$ cat config.mk
export PLATFORM = sky130hd
export DESIGN_NAME = alu_issue
export DESIGN_NICKNAME = d
export VERILOG_FILES = /design/src/rtl/alu_issue.sv
export SDC_FILE = /design/constraint.sdc
export NUM_CORES = 1
export LEC_CHECK = 0
export BUFFER_PORTS_ARGS = -buffer_cell sky130_fd_sc_hd__buf_2
export CAP_MARGIN = 5
export CORE_MARGIN = 2
export CORE_UTILIZATION = 32
export CTS_CLUSTER_SIZE = 20
export DETAILED_ROUTE_END_ITERATION = 12
export PLACE_DENSITY = 0.57
export SYNTH_ARGS = -nofsm -noshare
export SYNTH_HDL_FRONTEND = slang
export SYNTH_SLANG_ARGS = --single-unit
$ cat constraint.sdc
create_clock -name clock -period 1.39 [get_ports clock]
set_input_delay 0.278 -clock clock [delete_from_list [all_inputs] [get_ports clock]]
set_output_delay 0.278 -clock clock [all_outputs]
set_load 0.03 [all_outputs]
$ cat src/rtl/alu_issue.sv
// ============================================================================
// Module   : alu_issue
// Brief    : Decode-to-EX issue register with ALU control decode, operand
//            forwarding and a valid/ready handshake on both sides.
// Revision : 1.0 - initial release
// ============================================================================
`default_nettype none

module alu_issue #(
  parameter int WIDTH = 16,
  parameter int CNT_W = 16
) (
  input  logic             clock,
  input  logic             reset_n,
  input  logic             in_valid,
  output logic             in_ready,
  input  logic [1:0]       ALUOp,
  input  logic [3:0]       funct,
  input  logic             ALUSrc,
  input  logic [WIDTH-1:0] rs_data,
  input  logic [WIDTH-1:0] rt_data,
  input  logic [WIDTH-1:0] imm,
  input  logic [1:0]       fwd_a,
  input  logic [1:0]       fwd_b,
  input  logic [WIDTH-1:0] ex_fwd,
  input  logic [WIDTH-1:0] mem_fwd,
  input  logic             flush,
  output logic [WIDTH-1:0] input1,
  output logic [WIDTH-1:0] input2,
  output logic [2:0]       ALUControl,
  output logic             illegal,
  output logic             out_valid,
  input  logic             out_ready,
  output logic [CNT_W-1:0] issued_count
);

  logic             out_valid_q;
  logic [WIDTH-1:0] input1_q, input1_d;
  logic [WIDTH-1:0] input2_q, input2_d;
  logic [2:0]       ctrl_q, ctrl_d;
  logic             illegal_q, illegal_d;
  logic [CNT_W-1:0] count_q;
  logic             accept;
  logic             drain;

  assign in_ready = (!out_valid_q || out_ready) && !flush;
  assign accept   = in_valid && in_ready;
  assign drain    = out_valid_q && out_ready && !flush;

  always_comb begin
    ctrl_d    = 3'b010;
    illegal_d = 1'b0;
    unique case (ALUOp)
      2'b00: ctrl_d = 3'b010;
      2'b01: ctrl_d = 3'b110;
      2'b11: ctrl_d = 3'b001;
      default: begin
        unique case (funct)
          4'b0000: ctrl_d = 3'b000;
          4'b0001: ctrl_d = 3'b001;
          4'b0010: ctrl_d = 3'b010;
          4'b0110: ctrl_d = 3'b110;
          4'b0111: ctrl_d = 3'b111;
          default: begin
            ctrl_d    = 3'b010;
            illegal_d = 1'b1;
          end
        endcase
      end
    endcase
  end

  always_comb begin
    input1_d = rs_data;
    unique case (fwd_a)
      2'b01:   input1_d = ex_fwd;
      2'b10:   input1_d = mem_fwd;
      default: input1_d = rs_data;
    endcase
  end

  // The immediate path bypasses forwarding entirely.
  always_comb begin
    input2_d = rt_data;
    if (ALUSrc) begin
      input2_d = imm;
    end else begin
      unique case (fwd_b)
        2'b01:   input2_d = ex_fwd;
        2'b10:   input2_d = mem_fwd;
        default: input2_d = rt_data;
      endcase
    end
  end

  always_ff @(posedge clock or negedge reset_n) begin
    if (!reset_n) begin
      out_valid_q <= 1'b0;
      input1_q    <= '0;
      input2_q    <= '0;
      ctrl_q      <= 3'b000;
      illegal_q   <= 1'b0;
      count_q     <= '0;
    end else if (flush) begin
      out_valid_q <= 1'b0;
    end else begin
      if (accept) begin
        out_valid_q <= 1'b1;
        input1_q    <= input1_d;
        input2_q    <= input2_d;
        ctrl_q      <= ctrl_d;
        illegal_q   <= illegal_d;
      end else if (out_ready) begin
        out_valid_q <= 1'b0;
      end
      if (drain) begin
        count_q <= count_q + 1'b1;
      end
    end
  end

  assign out_valid    = out_valid_q;
  assign input1       = input1_q;
  assign input2       = input2_q;
  assign ALUControl   = ctrl_q;
  assign illegal      = illegal_q;
  assign issued_count = count_q;

endmodule

`default_nettype wire

==> results.cfg <==
[status]
status = finished, violations left
violations = setup timing

[setup_path]
required_ns = 1.11
critPathSlowestCell = dfrtp_2
crit_arrival_ns = 1.17
path_class = flop to primary output
critPathCaptureType = primary output
worstPathCellList = and2b_2, nor2_2, buf_6
cp-start-kind = flop
crit_fanout = 4
slowest_delay_ns = 0.43

[timing]
period_needed_ns = 1.45
period_share_pct = 104
tightest_slew_ns = 0.595
max_slew_margin_pct = 60.3
skew_ns = 0.00262
rsz0062_at_grt = true
hold_violations = 0
setup_viol = 2
postLayoutSetupSlackWorst_ns = -0.0622
fmax_ghz = 0.689
slew_violations = 0
holdWs_ns = 0.154

[place]
place_area_um2 = 3870
io_buffer_count = 149
place_congestion = 0.912
dp_hpwl_mm = 7.20

[route]
via_count = 3018
drc = 0
totalWireLength_mm = 9.65
drtPass1Iterations = 4
avgRoutedWirePerCell_um = 16.2
viasPerCell = 5.06
drtIter0Drc = 123
drtAntennaViolNets = 0

[pwr]
vdd_drop_max_mv = 0.650
power_density_nw_per_um2 = 1180
leakage_nw = 2.03
power_mw = 5.01

[final_layout]
seq_area_um2 = 1340
multiInputGateArea_um2 = 1570
final_cell_mix = 148 x buf_2, 48 x a21oi_1, 46 x dfrtp_1
nNetsFinal = 587
final_common_cell = buf_2
drive_gt1_share_pct = 42.5
areaGrowthSynthToFinish_pct = 45.0
fill_cells = 883
final_cell_area_um2 = 4230

[clocking]
cts_sinks = 53
clk_latency_ns = 0.31
clkTransAtPathRegs_ns = 0.10
cts_tree = yes
cts_buffers = 5
htreeDepth = 2
cts_root_buffer = clkbuf_8
clock_path_buffers = 2

[global_routing]
antenna_found_initial = 0
gr-usage-met1_pct = 27.3
grt_max_degree = 54
first_global_vias = 2812
grt_use_total_pct = 18.8
grt-ovfl-total = 0
grt_use_met2_pct = 27.3
busiest_layer = met2
grt.met3_usage_pct = 4.15
grt_pass1_wl_mm = 14.7

[synthesis]
synth_top_area_share_pct = 45.5
yosys_most_used_dff = dfrtp_1
synth.area.top_cells = dfrtp_1 45%, a21oi_1 8.2%, nor2_1 5.1%, a221oi_1 4.8%, a22oi_1 4.1%
avgSynthCellArea_um2 = 8.82
syn_area_um2 = 2920
ys_types = 35
syn_inst = 331
synth_edf_count = 0
yosys.area.top_type = dfrtp_1
synth_seq_cells = 53
syn_nets = 432
synth_async_sr_flop_share_pct = 100
yosysSeqAreaShare_pct = 45.5
yosysWarnings = 0

[die]
die_h_um = 99.5
core-area_um2 = 8760
initial_utilization_pct = 33.3
die_x_um = 99.5
fp-row-count = 34
io_pins = 150
die_area_um2 = 9900

[run]
cap_violations = 0

[min_path]
hold_path.class = primary input to flop
==> critical path, delay by kind of cell, from the launching register on <==
kind / cells / cell delay, ns
buf+inv: 1 / 0.13
flops: 1 / 0.43
simple gates: 2 / 0.30
==> flip-flops by register name (all words and copies together) (netlist names) <==
signal        cells
input1           16
input2           16
issued_count     16
ALUControl        3
illegal           1
out_valid         1
==> area by class of cell <==
| class | count | share of cell area, % |
|---|---|---|
| multi-input combinational | 246 | 37.1 |
| clock buffer | 5 | 1.63 |
| tap | 108 | 3.19 |
| inverter | 8 | 0.710 |
| timing repair buffer | 172 | 24.2 |
| sequential | 53 | 31.5 |
| antenna | 1 | 0.0591 |
| clock inverter | 3 | 1.54 |
==> routing by layer <==
layer,vias to the layer above,part of all wire [%]
met5,-,0
met4,0,2.7
met3,18,5.8
met2,108,45
met1,1403,46
li1,1489,-
==> through the flow <==
stage	utilization, %	setup TNS, ns	setup WS [ns]	instances
global route	48.3	-0.440	-0.120	595
finish	48.3	-0.0650	-0.0622	596
global placement	44.2	-5.24	-0.342	578
floorplan	-	-0.146	-0.0174	331
detailed placement	44.2	-6.16	-0.384	578
CTS	46.2	-0.0833	-0.0833	588
==> power by group <==
group          total (mW)  switching (mW)  internal (mW)
Combinational        1.79            1.10          0.685
Clock                1.26           0.548          0.716
Sequential           1.96           0.176           1.78
Total                5.01            1.83           3.19
==> worst paths after layout <==
path | depth (start not counted) | to | startpoint | slack, ns
min reg2reg | 1 | issued_count[15]$_DFFE_PN0P_ | issued_count[15]$_DFFE_PN0P_ | 0.48
max in group asynchronous | 3 | issued_count[5]$_DFFE_PN0P_ | reset_n | 0.62
max reg2reg | 5 | issued_count[9]$_DFFE_PN0P_ | out_valid$_DFFE_PN0P_ | 0
max | 3 | in_ready | out_valid$_DFFE_PN0P_ | -0.06
min | 2 | out_valid$_DFFE_PN0P_ | flush | 0.15
min in group asynchronous | 3 | input2[10]$_DFFE_PN0P_ | reset_n | 0.49
==> cells in the mapped netlist, drive strengths merged, types with 2 or more instances <==
library cell  count
ha                5
nor2             40
nand2b            2
inv               8
dfrtp            53
nand4             3
clkbuf           14
nor3             18
a221oi           16
o21a              2
o21ai            17
xnor2            12
xor2              4
a31oi             2
a21oi            48
a22oi            16
nand2            23
buf              10
nand3            11
nor2b            17
nor4              2
==> repair_timing <==
action / 4_1_cts / 5_1_grt
endpoints found under the setup margin: 4 / 24
hold buffers: 1 / 0
setup buffers: 1 / 6
gates cloned: 0 / 1
pin swaps: 1 / 9
gates resized for setup: 7 / 17
endpoints found under the hold margin: 53 / 0
==> cell families after synthesis <==
kind of cell	share of synthesized area (%)
DFF	45.5
adders and majority gates	2.14
and+or+nand+nor	20.5
muxes	0.386
buffers and inverters	4.85
xor gates and xnor gates	4.80
AOI/OAI and AO/OA	21.9
Power figures use the tool's default switching activity.
